### src/rtl/tff_arb_pkg.sv
// Shared definitions for the TFF toggle arbiter: FSM encoding and gap counter sizing.
package tff_arb_pkg;

  typedef enum logic [1:0] {
    IDLE  = 2'd0,
    GRANT = 2'd1,
    HOLD  = 2'd2
  } state_t;

  localparam int GAP_W = 4;
  typedef logic [GAP_W-1:0] gap_cnt_t;

endpackage

### src/rtl/tff_toggle_arbiter_rr_pick.sv
// Round-robin picker: finds the first set request after ptr, wrapping modulo NREQ.
module rr_pick #(
  parameter int NREQ = 4,
  parameter int IDW  = $clog2(NREQ)
) (
  input  logic [NREQ-1:0] req,
  input  logic [IDW-1:0]  ptr,
  output logic            found,
  output logic [IDW-1:0]  idx
);

  logic [2*NREQ-1:0] dbl;
  logic [NREQ-1:0]   rot;
  int                pos;

  always_comb begin
    // Rotate so that bit 0 is the requester just after ptr, encode, then un-rotate.
    dbl   = {req, req} >> (int'(ptr) + 1);
    rot   = dbl[NREQ-1:0];
    found = |rot;
    pos   = 0;
    for (int i = NREQ - 1; i >= 0; i--) begin
      if (rot[i]) pos = i;
    end
    idx = IDW'((int'(ptr) + 1 + pos) % NREQ);
  end

endmodule

### src/rtl/tff_toggle_arbiter.sv
// Round-robin arbiter granting one requester's toggle mask onto a shared TFF bank,
// followed by a programmable hold-off gap.
//
//   state | meaning
//   IDLE  | waiting for a request; winner and mask captured on the decision edge
//   GRANT | one cycle: ack and t_en driven for the captured winner
//   HOLD  | GAP idle cycles, requests ignored
module tff_toggle_arbiter
  import tff_arb_pkg::*;
#(
  parameter int NREQ  = 4,
  parameter int WIDTH = 8,
  parameter int GAP   = 2,
  parameter int IDW   = $clog2(NREQ)
) (
  input  logic                  clk,
  input  logic                  rst,
  input  logic [NREQ-1:0]       req,
  input  logic [NREQ*WIDTH-1:0] mask,
  output logic [NREQ-1:0]       ack,
  output logic [WIDTH-1:0]      t_en,
  output logic [IDW-1:0]        grant_id,
  output logic                  busy
);

  state_t          state, state_nxt;
  logic [IDW-1:0]  ptr, ptr_nxt;
  gap_cnt_t        gap_cnt, gap_cnt_nxt;
  logic [NREQ-1:0] ack_nxt;
  logic [WIDTH-1:0] t_en_nxt;
  logic [IDW-1:0]  grant_id_nxt;
  logic            busy_nxt;

  logic            pick_found;
  logic [IDW-1:0]  pick_idx;

  rr_pick #(.NREQ(NREQ), .IDW(IDW)) u_rr_pick (
    .req   (req),
    .ptr   (ptr),
    .found (pick_found),
    .idx   (pick_idx)
  );

  always_comb begin
    state_nxt    = state;
    ptr_nxt      = ptr;
    gap_cnt_nxt  = gap_cnt;
    ack_nxt      = '0;
    t_en_nxt     = '0;
    grant_id_nxt = grant_id;
    unique case (state)
      IDLE: begin
        // Outputs are loaded here so they are registered during the GRANT cycle.
        if (pick_found) begin
          state_nxt    = GRANT;
          ack_nxt      = NREQ'(1) << pick_idx;
          t_en_nxt     = mask[int'(pick_idx)*WIDTH +: WIDTH];
          grant_id_nxt = pick_idx;
        end
      end
      GRANT: begin
        ptr_nxt     = grant_id;
        gap_cnt_nxt = '0;
        state_nxt   = (GAP > 0) ? HOLD : IDLE;
      end
      HOLD: begin
        if (gap_cnt < gap_cnt_t'(GAP)) gap_cnt_nxt = gap_cnt + 1'b1;
        if (gap_cnt >= gap_cnt_t'(GAP - 1)) state_nxt = IDLE;
      end
      default: state_nxt = IDLE;
    endcase
    busy_nxt = (state_nxt != IDLE);
  end

  always_ff @(posedge clk) begin
    if (rst) begin
      state    <= IDLE;
      ptr      <= IDW'(NREQ - 1);
      gap_cnt  <= '0;
      ack      <= '0;
      t_en     <= '0;
      grant_id <= '0;
      busy     <= 1'b0;
    end else begin
      state    <= state_nxt;
      ptr      <= ptr_nxt;
      gap_cnt  <= gap_cnt_nxt;
      ack      <= ack_nxt;
      t_en     <= t_en_nxt;
      grant_id <= grant_id_nxt;
      busy     <= busy_nxt;
    end
  end

endmodule
### config.mk
export PLATFORM = sky130hd
export DESIGN_NAME = tff_toggle_arbiter
export DESIGN_NICKNAME = d
export VERILOG_FILES = /design/src/rtl/tff_arb_pkg.sv /design/src/rtl/tff_toggle_arbiter_rr_pick.sv /design/src/rtl/tff_toggle_arbiter.sv
export SDC_FILE = /design/constraint.sdc
export NUM_CORES = 1
export LEC_CHECK = 0
export CAP_MARGIN = 15
export CORE_ASPECT_RATIO = 0.6
export CORE_MARGIN = 8
export CORE_UTILIZATION = 44
export CTS_CLUSTER_SIZE = 8
export DETAILED_ROUTE_END_ITERATION = 10
export GPL_ROUTABILITY_DRIVEN = 0
export PLACE_DENSITY = 0.89
export SETUP_SLACK_MARGIN = 0.4
export SYNTH_ARGS = -nofsm -noshare
export SYNTH_HDL_FRONTEND = slang
export SYNTH_SLANG_ARGS = --single-unit
### constraint.sdc
create_clock -name clk -period 3.4 [get_ports clk]
set_input_delay 0.51 -clock clk [delete_from_list [all_inputs] [get_ports clk]]
set_output_delay 0.51 -clock clk [all_outputs]
set_load 0.1 [all_outputs]
; After elaboration in Yosys (flattened, before gate mapping)
; Cells that the tools add are included.
[totals]
ff_bits = 23
in_bits = 38
output_inout_bits = 15
word_cells = 36
[classes]
n_addsub = 3
order_cmp = 2
eq_ne = 3
shifts = 3
n_mux = 9
bitwise_logic = 2
reduce_logical = 7
[op_table]
columns = operator, count
row1 = variable part select 32 x 6 -> 8 bit, 1
row2 = 2-to-1 mux 2 bit, 6
row3 = case mux 4 bit (2 select lines), 1
row4 = right shift 8 x 3 -> 4 bit, 1
row5 = case mux 2 bit (3 select lines), 1
row6 = "adder 4 x 1 -> 4 bit, second input constant", 1
row7 = "greater-or-equal comparator 4 x 1 -> 1 bit, second input constant", 1
row8 = "< comparator 4 x 2 -> 1 bit, second input constant", 1
row9 = 2-to-1 mux 4 bit, 1
row10 = AND reduction 2 bit, 2
row11 = nonzero test 2 bit, 2
row12 = OR reduction 4 bit, 1
row13 = "<< shifter 1 x 2 -> 4 bit, first input constant", 1
row14 = "adder 2 x 1 -> 3 bit, second input constant", 1
row15 = OR reduction 3 bit, 1
row16 = adder 2 bit, 1
row17 = "equality test 2 x 1 -> 1 bit, second input constant", 1
row18 = "equality test 2 bit, second input constant", 1
row19 = zero test 2 bit, 1
row20 = "!= test 2 bit, second input constant", 1
row21 = inverter 1 bit, 2

; Depth between registers and ports, before layout
; Gate-level depths: netlist of run 1.
[logic_depth]
depth_word = 8
mapped_depth = 12
ltp_nobuf = 11

; By module
; A second synthesis of run 1 with hierarchy kept.
[unflattened]
hier_cells = 103
area_unflattened_um2 = 1158.6
[by_module_without_submodules]
columns = mod, instances, cells_per_inst, area_per_inst_um2, seq_area_each_um2
row1 = tff_toggle_arbiter, 1, 79, 984.7, 460.4
row2 = rr_pick, 1, 24, 173.9, 0.0

; Least setup slack after synthesis of run 1
; OpenSTA, ideal clock, no wires.
[synth_timing]
path_kind = in2reg
startpoint = input port req[3]
endpoint = register t_en[1]
setup_ns = 0.145
arrival_time_ns = 2.327
t_required_ns = 3.255
path_slack_ns = 0.928
path_stages = 10
n_path_buf = 2
cell_sequence = nand2_1 -> nor2_1 -> a211oi_1 -> a31oi_1 -> a211o_1 -> ha_1 -> clkbuf_1 -> buf_1 -> mux2i_1 -> a211oi_2
[synth_via]
elab_chain_cells = 7
word_cells_on_any_way = 10
classes_between = add/sub (1) / shift (2) / mux (4) / bitwise (1) / reduce/logical (2)
[synth_lines]
columns = element, line_no
row1 = from (decl), tff_toggle_arbiter.sv:18  ; input logic [NREQ-1:0] req,
row2 = right shift 8 x 3 -> 4 bit *, tff_toggle_arbiter_rr_pick.sv:18  ; dbl = {req, req} >> (int'(ptr) + 1);
row3 = 2-to-1 mux 2 bit (3 in a row), tff_toggle_arbiter_rr_pick.sv:23  ; if (rot[i]) pos = i;
row4 = 2-to-1 mux 2 bit *, tff_toggle_arbiter_rr_pick.sv:23
row5 = adder 2 bit *, tff_toggle_arbiter_rr_pick.sv:25  ; idx = IDW'((int'(ptr) + 1 + pos) % NREQ);
row6 = named net pick_idx[0], tff_toggle_arbiter.sv:35  ; logic [IDW-1:0] pick_idx;
row7 = variable part select 32 x 6 -> 8 bit *, tff_toggle_arbiter.sv:57  ; t_en_nxt = mask[int'(pick_idx)*WIDTH +: WIDTH];
row8 = to (signal assigned), tff_toggle_arbiter.sv:89  ; t_en <= t_en_nxt;
row9 = to (decl), tff_toggle_arbiter.sv:21  ; output logic [WIDTH-1:0] t_en,
; Mark *: on every way through the listed nets, which the timed path passes. The rest lies on a longest branch.
; A chain may end at the register's enable or synchronous reset.

; Worst setup path in the final report of run 1
[layout_timing]
startpoint = input port req[0]
endpoint = register t_en[6]
[layout_via]
elab_chain_cells = 7
word_cells_on_any_way = 10
classes_between = add/sub (1) / shift (2) / mux (4) / bitwise (1) / reduce/logical (2)
[layout_lines]
columns = element, line_no
row1 = right shift 8 x 3 -> 4 bit *, tff_toggle_arbiter_rr_pick.sv:18
row2 = 2-to-1 mux 2 bit (4 in a row), tff_toggle_arbiter_rr_pick.sv:23
row3 = adder 2 bit, tff_toggle_arbiter_rr_pick.sv:25
row4 = variable part select 32 x 6 -> 8 bit, tff_toggle_arbiter.sv:57
; Mark *: on every way between the ends. The rest lies on a longest branch, timed or not.

==> metrics.csv, run 1 <==
stage,metric,value,unit
flow_run,maxCapViolations,0,
place,dp_cells,221,
sta,slew_violations,0,
cells_and_area,nets,227,
drt,num_vias,1213,
cells_and_area,drive_gt1_frac,0.1576,
pwr,powerDensity,656.4,mW/mm^2
clock_tree,clk-insertion-delay-late,0.27,ns
worst_setup_path,critical_path.most_common_cell,xnor2_1,
clock_tree,cts_buffers,3,
sta,fin_crit_sh,0.7967,
global_routing,grtUsageTotal,0.1552,
synth,synthesis.area,0.001393,sq mm
place,port_buffers,52,
synth,synthFlopType,dfxtp_1,
pwr,peakVddDrop,0.3693,mV
global_routing,antenna_found_initial,0,
floorplanning,io_pins,53,
cells_and_area,fin_cells,226,
drt,drc,0,
global_routing,grt_max_degree,29,
drt,vias_per_cell,5.367,
cells_and_area,post-route-util,0.6904,
global_routing,overflow,0,
worst_setup_path,crit_required,3.53,ns
synth,async_reset_ff_frac,0,
drt,drtIter0Drc,52,
worst_setup_path,r2r_slack,0.86,ns
synth,synth_warnings,0,
sta,min_period,2.709,ns
cells_and_area,area_delta_synth_final,46.09,%
place,place_hpwl,3.264,mm
pwr,leakagePower,0.7586,nW
synth,synth_top_area_frac,0.3306,
clock_tree,holdBufCountCts,0,
cells_and_area,antenna_cells,0,
floorplanning,die_width,88.63,um
global_routing,grt_pass1_vias,1316,
clock_tree,cts_tree,done,
synth,synth_top_cell_by_area,dfxtp_1,
global_routing,grt_pass1_wl,6.320,mm
synth,synth_common_cells,"dfxtp_1, nor2_1, mux2i_1, nor2b_1",
worst_setup_path,worstPathArrival,2.84,ns
sta,slew_headroom,0.3261,
synth,synth_nets,173,
drt,first_pass_iters,4,
worst_setup_path,path_class,in2reg,
sta,final-setup-viol-count,0,
synth,syn_inst,131,
clock_tree,htree_levels,1,
worst_setup_path,cp_slowest_cell,clkdlybuf4s50_1,
clock_tree,clk_path_buf_depth,2,
status,outcome,finished clean,
floorplanning,die_area,0.005280,sq mm
floorplanning,die_h,59.58,um
synth,synth_edf_count,0,
sta,final-hold-violation-count,0,
clock_tree,clock-root-buffer,clkbuf_8,
sta,rsz0062_at_grt,no,
worst_setup_path,endpoint_kind,flop,
sta,max_freq,369.1,MHz
worst_setup_path,start_kind,input pin,
clock_tree,clkSlewWorstSetupHoldPaths,0.08,ns
sta,worst_pin_slew,1.008,ns
clock_tree,cts.sinks,23,
floorplanning,core_area,0.002947,sq mm
sta,skew,0.001176,ns
worst_setup_path,crit_fanout,9,
synth,postSynthAreaPerCell,10.63,sq um
floorplanning,rows,15,
drt,ant_nets,0,
synth,synthTopCellsByArea,"dfxtp_1, a2111oi_4, a211oi_2",
synth,synth_most_common_cell,dfxtp_1,
synth,ys_seq_elements,23,
sta,whs,0.4836,ns
sta,fin_tns_setup,0,ns
synth,seq_area_frac_synth,0.3306,
hold_path,hp-class,reg2reg,
worst_setup_path,cp_cell_sequence,clkdlybuf4s50_1 -> nand3b_1 -> a31oi_1 -> a211o_1 -> ha_1 -> xnor2_1 -> xnor2_1 -> a21oi_2 -> buf_4 -> a2111oi_4 -> a211oi_2,
drt,routed_wl,3.944,mm
drt,post_drt_wl_per_cell,17.45,um
worst_setup_path,critPathMaxStageDelay,0.57,ns
synth,synth_cell_types,39,
floorplanning,start_util,0.4726,
==> logic make-up after synthesis <==
| family | count (synthesis) | share of synthesized area |
|---|---|---|
| fa+ha+maj | 4 | 0.03594 |
| compound gates | 34 | 0.3270 |
| flops | 23 | 0.3306 |
| buf+inv | 12 | 0.04671 |
| xor+xnor | 2 | 0.01258 |
| simple gates | 47 | 0.1824 |
| mux | 9 | 0.06469 |
==> final cells by class <==
cell class,instances,area [sq um]
inverter,4,15.01
fill,212,912.1
tap,42,52.55
clock inverter,1,7.507
sequential,23,460.4
timing repair buffer,57,590.6
multi-input combinational,96,867.1
clock buffer,3,41.29
==> sequential cells by signal, summed over array words and instances (netlist names) <==
name and count:
ptr 2, ack 4, t_en 8, busy 1, gap_cnt 4, state 2, grant_id 2
==> worst paths after layout <==
path	startpoint	endpoint	cells past startpoint
min reg2reg	gap_cnt[3]$_SDFFE_PP0P_	gap_cnt[3]$_SDFFE_PP0P_	1
max	req[0]	t_en[6]$_SDFF_PP0_	11
min	gap_cnt[3]$_SDFFE_PP0P_	gap_cnt[3]$_SDFFE_PP0P_	1
max reg2reg	ptr[0]$_SDFFE_PP1P_	t_en[6]$_SDFF_PP0_	11
==> per-layer routing <==
layer  global-route usage  wire, um  up-vias
met5                    0         0        -
met4              0.05251        76        0
met3              0.03596       193        7
met2               0.2868      2121       39
met1               0.1693      1553      582
li1                     -         -      585
==> layout by cell type (no fill, tap or decap) <==
master            n
a21oi_1           3
o31a_1            2
nor2_1           14
a211o_1           3
o21ai_0           1
a31oi_1           1
clkdlybuf4s50_1  49
dlymetal6s2s_1    3
inv_2             1
a2111oi_4         8
nor2b_1           9
dfxtp_1          23
a211oi_2          8
xnor2_1           2
clkbuf_8          3
ha_1              4
a22oi_1           1
o41a_1            1
and2b_1           1
nor3_2            1
o211ai_1          2
a21oi_2           1
nand2_1           5
and2_1            1
mux2i_1           9
nand3b_1          2
or2_0             1
buf_12            2
nand2b_1          3
and3_4            1
clkinvlp_4        1
inv_1             3
nor3_1            5
or2_1             1
o21ai_1           1
nor4_1            2
nor3b_1           1
buf_4             3
a211oi_1          1
o21ba_1           1
==> critical path: cells and delay by family <==
kind	cells	cell delay [ns]
AO/OA/AOI/OAI	5	0.84
buffers and inverters	2	0.79
XOR/XNOR	2	0.39
adder cells (fa/ha/maj)	1	0.19
AND/OR/NAND/NOR	1	0.13
==> what timing repair did <==
action	in CTS	in global routing
setup endpoints to repair	8	11
setup buffers	1	0
pin swaps	1	1
gates resized for setup	0	3
==> stage by stage <==
stage,power [mW],setup WS [ns],instance area [sq um]
CTS,1.343,0.5227,2027
finish,1.335,0.6911,2034
detailed placement,1.147,0.08893,1958
global placement,1.124,0.2368,1958
global route,1.394,0.5096,2034
floorplan,0.9621,0.9282,1393
==> power breakdown <==
group	switching (mW)	internal (mW)
logic	0.530	0.293
clock network	0.0923	0.0830
registers	0.0235	0.313
total	0.646	0.689
Note: power is estimated with default switching activity, not from simulation.
==> run 2, diff against run 1 <==
Clock period 3.4 ns to 2.65 ns, I/O delays scaled along.
==> metrics.csv, run 2 (synthesized netlist as in run 1, its figures left out) <==
stage,metric,value,unit,change
status,outcome,finished clean,,unchanged
place,post_dp_cell_area,0.002042,sq mm,was 0.001958 sq mm
floorplanning,rows,15,,unchanged
drt,post_drt_wl_per_cell,18.38,um,was 17.45 um
cells_and_area,largest_reg_flops,8,,unchanged
floorplanning,start_util,0.4726,,unchanged
floorplanning,core_area,0.002947,sq mm,unchanged
global_routing,grt_max_degree,29,,unchanged
worst_setup_path,path_class,in2reg,,unchanged
worst_setup_path,crit_required,2.84,ns,was 3.53 ns
floorplanning,die_area,0.005280,sq mm,unchanged
floorplanning,die_width,88.63,um,unchanged
drt,routed_wl,4.356,mm,was 3.944 mm
sta,fin_ws,0.2927,ns,was 0.6911 ns
worst_setup_path,cp_cell_sequence,dlygate4sd2_1 -> buf_4 -> nor2_4 -> nor3_1 -> a211o_1 -> ha_2 -> xnor2_2 -> xnor2_2 -> and3_4 -> or2_4 -> buf_6 -> a211oi_2,,was clkdlybuf4s50_1 -> nand3b_1 -> a31oi_1 -> a211o_1 -> ha_1 -> xnor2_1 -> xnor2_1 -> a21oi_2 -> buf_4 -> a2111oi_4 -> a211oi_2
clock_tree,cts_buffers,3,,unchanged
cells_and_area,final_cell_mix,"clkdlybuf4s50_1, buf_4, dfxtp_1",,"was clkdlybuf4s50_1, dfxtp_1, nor2_1"
place,place_hpwl,3.389,mm,was 3.264 mm
sta,final-setup-viol-count,0,,unchanged
global_routing,antenna_found_initial,0,,unchanged
clock_tree,clkSlewWorstSetupHoldPaths,0.09,ns,was 0.08 ns
clock_tree,clock-root-buffer,clkbuf_8,,unchanged
cells_and_area,drive_gt1_frac,0.3538,,was 0.1576
worst_setup_path,cp_slowest_cell,a211o_1,,was clkdlybuf4s50_1
hold_path,hold_start,gap_cnt[3]$_SDFFE_PP0P_,,unchanged
clock_tree,cts_tree,done,,unchanged
sta,final-hold-violation-count,0,,unchanged
sta,skew,0.004552,ns,was 0.001176 ns
worst_setup_path,r2r_slack,0.30,ns,was 0.86 ns
hold_path,hp-class,reg2reg,,unchanged
cells_and_area,fin_cells,237,,was 226
drt,drtIter0Drc,39,,was 52
hold_path,holdPathStages,1,,unchanged
cells_and_area,fin_area,0.002171,sq mm,was 0.002034 sq mm
drt,first_pass_iters,4,,unchanged
place,dp_slack,-0.3026,ns,was 0.08893 ns
drt,vias_per_cell,5.266,,was 5.367
cells_and_area,nets,238,,was 227
worst_setup_path,critPathMaxStageDelay,0.31,ns,was 0.57 ns
sta,max_freq,424.2,MHz,
drt,drc,0,,unchanged
pwr,leakagePower,0.8387,nW,was 0.7586 nW
global_routing,overflow,0,,unchanged
cells_and_area,top_register,t_en,,unchanged
worst_setup_path,critical_path.most_common_cell,xnor2_2,,was xnor2_1
sta,worst_pin_slew,0.6407,ns,was 1.008 ns
sta,rsz0062_at_grt,yes,,was no
cells_and_area,area_delta_synth_final,55.88,%,was 46.09%
clock_tree,htree_levels,1,,unchanged
drt,ant_nets,0,,unchanged
worst_setup_path,worstPathArrival,2.55,ns,was 2.84 ns
sta,fin_crit_sh,0.8895,,
global_routing,grt_pass1_wl,6.948,mm,was 6.320 mm
floorplanning,die_h,59.58,um,unchanged
pwr,total_power,1.814,mW,was 1.335 mW
place,port_buffers,52,,unchanged
floorplanning,io_pins,53,,unchanged
worst_setup_path,ff2ff_path_depth,11,,unchanged
worst_setup_path,r2r-end,t_en[3]$_SDFF_PP0_,,was t_en[6]$_SDFF_PP0_
global_routing,grtUsageTotal,0.1696,,was 0.1552
sta,whs,0.4799,ns,was 0.4836 ns
sta,min_period,2.357,ns,
worst_setup_path,crit_fanout,6,,was 9
cells_and_area,largest_registers,"t_en x8, ack x4, gap_cnt x4",,unchanged
pwr,peakVddDrop,0.4482,mV,was 0.3693 mV
worst_setup_path,endpoint_kind,flop,,unchanged
cells_and_area,final_common_cell,clkdlybuf4s50_1,,unchanged
place,dp_cells,232,,was 221
worst_setup_path,reg2reg_from,ptr[0]$_SDFFE_PP1P_,,unchanged
hold_path,hold_end,gap_cnt[3]$_SDFFE_PP0P_,,unchanged
clock_tree,holdBufCountCts,0,,unchanged
flow_run,maxCapViolations,0,,unchanged
sta,slew_violations,0,,unchanged
clock_tree,cts.sinks,23,,unchanged
pwr,powerDensity,835.7,mW/mm^2,was 656.4 mW/mm^2
sta,slew_headroom,0.5689,,was 0.3261
clock_tree,clk-insertion-delay-late,0.27,ns,about the same
drt,num_vias,1248,,"was 1,213"
worst_setup_path,start_kind,input pin,,unchanged
cells_and_area,antenna_cells,0,,unchanged
clock_tree,clk_path_buf_depth,2,,unchanged
global_routing,grt_pass1_vias,1363,,"was 1,316"
run 2: cell count changes in the layout (fill, tap and decap cells not counted), moves of 2 or more:
| cell | delta |
|---|---|
| clkdlybuf4s50_1 | -16 |
| buf_6 | +4 |
| dlymetal6s2s_1 | -3 |
| nor2_4 | +2 |
| xnor2_1 | -2 |
| dfxtp_1 | -2 |
| buf_12 | +2 |
| buf_4 | +20 |
| nor2_2 | +2 |
| dlygate4sd2_1 | +2 |
| nor2_1 | -4 |
| xnor2_2 | +2 |
run 2: worst max-delay path by stage:
stage	startpoint	end	slack [ns]
2_1_floorplan	req[3]	t_en[0]$_SDFF_PP0_	0.42
3_3_place_gp	req[1]	t_en[2]$_SDFF_PP0_	-0.20
3_5_place_dp	req[3]	grant_id[1]$_SDFFE_PP0P_	-0.30
4_1_cts	ptr[0]$_SDFFE_PP1P_	t_en[5]$_SDFF_PP0_	0.27
5_1_grt	ptr[0]$_SDFFE_PP1P_	t_en[3]$_SDFF_PP0_	0.18
6_report	req[1]	t_en[3]$_SDFF_PP0_	0.29
run 2: layer usage:
metal / track usage / share of wire / vias up
met3: 0.02213 / 0.020 / 4
met4: 0.03819 / 0.0090 / 0
met1: 0.1894 / 0.42 / 605
li1: - / - / 613
met2: 0.3288 / 0.55 / 26
met5: 0 / 0 / -
run 2: final cells by class:
cell class                      count  area [sq um]
Multi-Input combinational cell     96         928.4
Fill cell                         207         775.7
Timing Repair Buffer               68         660.6
Sequential cell                    23         465.4
Tap cell                           42         52.55
Clock buffer                        3         41.29
Inverter                            4         15.01
Clock inverter                      1         7.507
run 2: timing repair:
item,4_1_cts,5_1_grt
setup buffers,1,0
setup endpoints to repair,13,13
gates resized for setup,21,8
pin swaps,6,4
run 2: where the power goes:
part,switching (mW),total (mW),internal (mW)
Combinational,0.715,1.15,0.433
Sequential,0.0323,0.435,0.403
Clock,0.125,0.232,0.106
run 2: worst max-delay path: cells and delay by family:
family                     cells  cell delay [ns]
and+or+nand+nor                4             0.58
buffers and inverters          3             0.55
AOI/OAI and AO/OA              2             0.52
xor gates and xnor gates       2             0.31
adders and majority gates      1             0.19
run 2: stage by stage:
| step | setup TNS [ns] | util |
|---|---|---|
| CTS | 0 | 0.7278 |
| detailed placement | -3.445 | 0.6930 |
| floorplan | 0 | - |
| global placement | -2.260 | 0.6930 |
| global route | 0 | 0.7367 |
| finish | 0 | 0.7367 |
==> run 3, diff against run 2 <==
Settings changed: CORE_UTILIZATION 44 to 39, PLACE_DENSITY 0.89 to 0.84.
Clock period 2.65 ns to 2.15 ns, I/O delays scaled along.
==> metrics.csv, run 3 (synthesized netlist as in run 1, its figures left out) <==
stage,metric,value,unit,change
worst_setup_path,crit_required,2.34,ns,was 2.84 ns
worst_setup_path,r2r_slack,-0.16,ns,was 0.30 ns
status,violations,setup timing,,
floorplanning,die_width,93.15,um,was 88.63 um
sta,final-hold-violation-count,0,,unchanged
clock_tree,cts.sinks,23,,unchanged
pwr,pwr-share-clk,0.124,,was 0.128
cells_and_area,largest_reg_flops,8,,unchanged
cells_and_area,antenna_cells,0,,unchanged
clock_tree,clk-insertion-delay-late,0.28,ns,was 0.27 ns
floorplanning,die_h,62.29,um,was 59.58 um
clock_tree,holdBufCountCts,0,,unchanged
place,place_hpwl,3.517,mm,was 3.389 mm
worst_setup_path,crit_fanout,6,,unchanged
worst_setup_path,endpoint_kind,flop,,unchanged
pwr,peakVddDrop,0.6661,mV,was 0.4482 mV
floorplanning,io_pins,53,,unchanged
cells_and_area,drive_gt1_frac,0.3865,,was 0.3538
worst_setup_path,worstPathArrival,2.50,ns,was 2.55 ns
hold_path,hold_start,gap_cnt[3]$_SDFFE_PP0P_,,unchanged
worst_setup_path,reg2reg_from,ptr[0]$_SDFFE_PP1P_,,unchanged
hold_path,holdPathStages,1,,unchanged
pwr,power.switching,1.099,mW,was 0.8720 mW
sta,slew_headroom,0.6119,,was 0.5689
global_routing,grt_max_degree,17,,was 29
sta,rsz0062_at_grt,yes,,unchanged
sta,min_period,2.311,ns,
cells_and_area,final_common_cell,buf_4,,was clkdlybuf4s50_1
clock_tree,cts_tree,done,,unchanged
worst_setup_path,r2r-end,t_en[1]$_SDFF_PP0_,,was t_en[3]$_SDFF_PP0_
sta,final-setup-viol-count,11,,was 0
drt,ant_nets,0,,unchanged
clock_tree,htree_levels,1,,unchanged
cells_and_area,fin_area,0.002253,sq mm,was 0.002171 sq mm
global_routing,grt_pass1_vias,1470,,"was 1,363"
cells_and_area,top_register,t_en,,unchanged
global_routing,grtUsageTotal,0.1547,,was 0.1696
sta,max_freq,432.7,MHz,
cells_and_area,final_cell_mix,"buf_4, clkdlybuf4s50_1, dfxtp_1",,"was clkdlybuf4s50_1, buf_4, dfxtp_1"
worst_setup_path,start_kind,flop,,was input pin
pwr,leakagePower,0.8968,nW,was 0.8387 nW
sta,worst_pin_slew,0.5768,ns,was 0.6407 ns
floorplanning,core_area,0.003343,sq mm,was 0.002947 sq mm
worst_setup_path,ff2ff_path_depth,12,,was 11
pwr,powerDensity,1034,mW/mm^2,was 835.7 mW/mm^2
hold_path,hold_end,gap_cnt[3]$_SDFFE_PP0P_,,unchanged
pwr,p_sw_frac,0.4718,,was 0.4807
pwr,internal-power,1.230,mW,was 0.9422 mW
sta,fin_ws,-0.1612,ns,was 0.2927 ns
cells_and_area,nets,250,,was 238
cells_and_area,largest_registers,"t_en x8, ack x4, gap_cnt x4",,unchanged
floorplanning,start_util,0.4165,,was 0.4726
worst_setup_path,path_class,reg2reg,,was in2reg
drt,vias_per_cell,5.187,,was 5.266
drt,drtIter0Drc,29,,was 39
sta,slew_violations,0,,unchanged
place,post_dp_cell_area,0.002106,sq mm,was 0.002042 sq mm
global_routing,overflow,0,,unchanged
status,outcome,"complete, but fails checks",,was finished clean
sta,skew,0.006877,ns,was 0.004552 ns
sta,fin_crit_sh,1.075,,
flow_run,maxCapViolations,0,,unchanged
floorplanning,die_area,0.005802,sq mm,was 0.005280 sq mm
floorplanning,rows,16,,was 15
cells_and_area,area_delta_synth_final,61.81,%,was 55.88%
place,port_buffers,52,,unchanged
sta,fin_tns_setup,-1.118,ns,was 0 ns
drt,num_vias,1307,,"was 1,248"
drt,routed_wl,4.485,mm,was 4.356 mm
pwr,comb_power_share,0.646,,was 0.633
drt,drc,0,,unchanged
drt,first_pass_iters,4,,unchanged
hold_path,hp-class,reg2reg,,unchanged
global_routing,grt_pass1_wl,7.113,mm,was 6.948 mm
clock_tree,clk_path_buf_depth,2,,unchanged
clock_tree,clkSlewWorstSetupHoldPaths,0.09,ns,about the same
clock_tree,cts_buffers,3,,unchanged
clock_tree,clock-root-buffer,clkbuf_8,,unchanged
pwr,power.share.sequential,0.229,,was 0.240
global_routing,antenna_found_initial,0,,unchanged
drt,post_drt_wl_per_cell,17.80,um,was 18.38 um
[run 3: layout make-up]
cell class,instances,area (sq um)
clock buffer,3,41.29
inverter,4,15.01
fill,252,1090
timing repair buffer,80,724.4
tap,45,56.30
clock inverter,1,6.256
multi-input combinational,96,945.9
sequential,23,464.2
[run 3: metrics by stage]
step | setup slack [ns] | power, mW | util | std cells | hold slack, ns
floorplan | 0.01532 | 1.576 | - | 131 | 0.4515
global placement | -0.5504 | 1.911 | 0.6299 | 245 | 0.4593
detailed placement | -0.7167 | 1.949 | 0.6299 | 245 | 0.4675
CTS | -0.1818 | 2.273 | 0.6564 | 250 | 0.4795
global route | -0.2174 | 2.435 | 0.6740 | 252 | 0.5012
finish | -0.1612 | 2.329 | 0.6740 | 252 | 0.4751
[run 3: worst max-delay path, cell delays in order (launching register included)]
cell	delay [ns]
dfxtp_4	0.37
nand2_1	0.05
nor2_1	0.04
a211oi_2	0.19
a31oi_1	0.06
a211o_1	0.27
ha_4	0.19
xnor2_4	0.13
xnor2_2	0.15
and3_4	0.18
or2_4	0.24
buf_6	0.14
a211oi_2	0.21
[run 3: how the worst max path moves through the flow]
stage	slack, ns	to	from	cells after the start
after floorplan	0.02	t_en[0]$_SDFF_PP0_	ptr[0]$_SDFFE_PP1P_	12
after global placement	-0.55	t_en[0]$_SDFF_PP0_	req[3]	13
after detailed placement	-0.72	t_en[1]$_SDFF_PP0_	req[2]	12
after CTS	-0.18	t_en[1]$_SDFF_PP0_	ptr[0]$_SDFFE_PP1P_	12
after global routing	-0.22	t_en[2]$_SDFF_PP0_	ptr[0]$_SDFFE_PP1P_	12
final	-0.16	t_en[1]$_SDFF_PP0_	ptr[0]$_SDFFE_PP1P_	12
[run 3: per-layer routing]
layer | GRT usage | wire [um] | part of all wire
met1 | 0.1460 | 1638 | 0.37
met2 | 0.2972 | 2461 | 0.55
met3 | 0.03957 | 196 | 0.044
met4 | 0.08184 | 187 | 0.042
met5 | 0 | 0 | 0
[run 3: power groups by stage]
stage	logic (mW)	registers, mW	clock network [mW]
3_5_place_dp	1.41	0.540	0
6_report	1.51	0.534	0.290
3_3_place_gp	1.37	0.538	0
4_1_cts	1.45	0.531	0.295
5_1_grt	1.58	0.540	0.316
2_1_floorplan	0.633	0.943	0
[run 3: timing repair]
action                                  CTS  global route
endpoints found under the setup margin   14            14
setup buffers                             1             2
resized for setup                        14             8
pin swaps                                 9             5
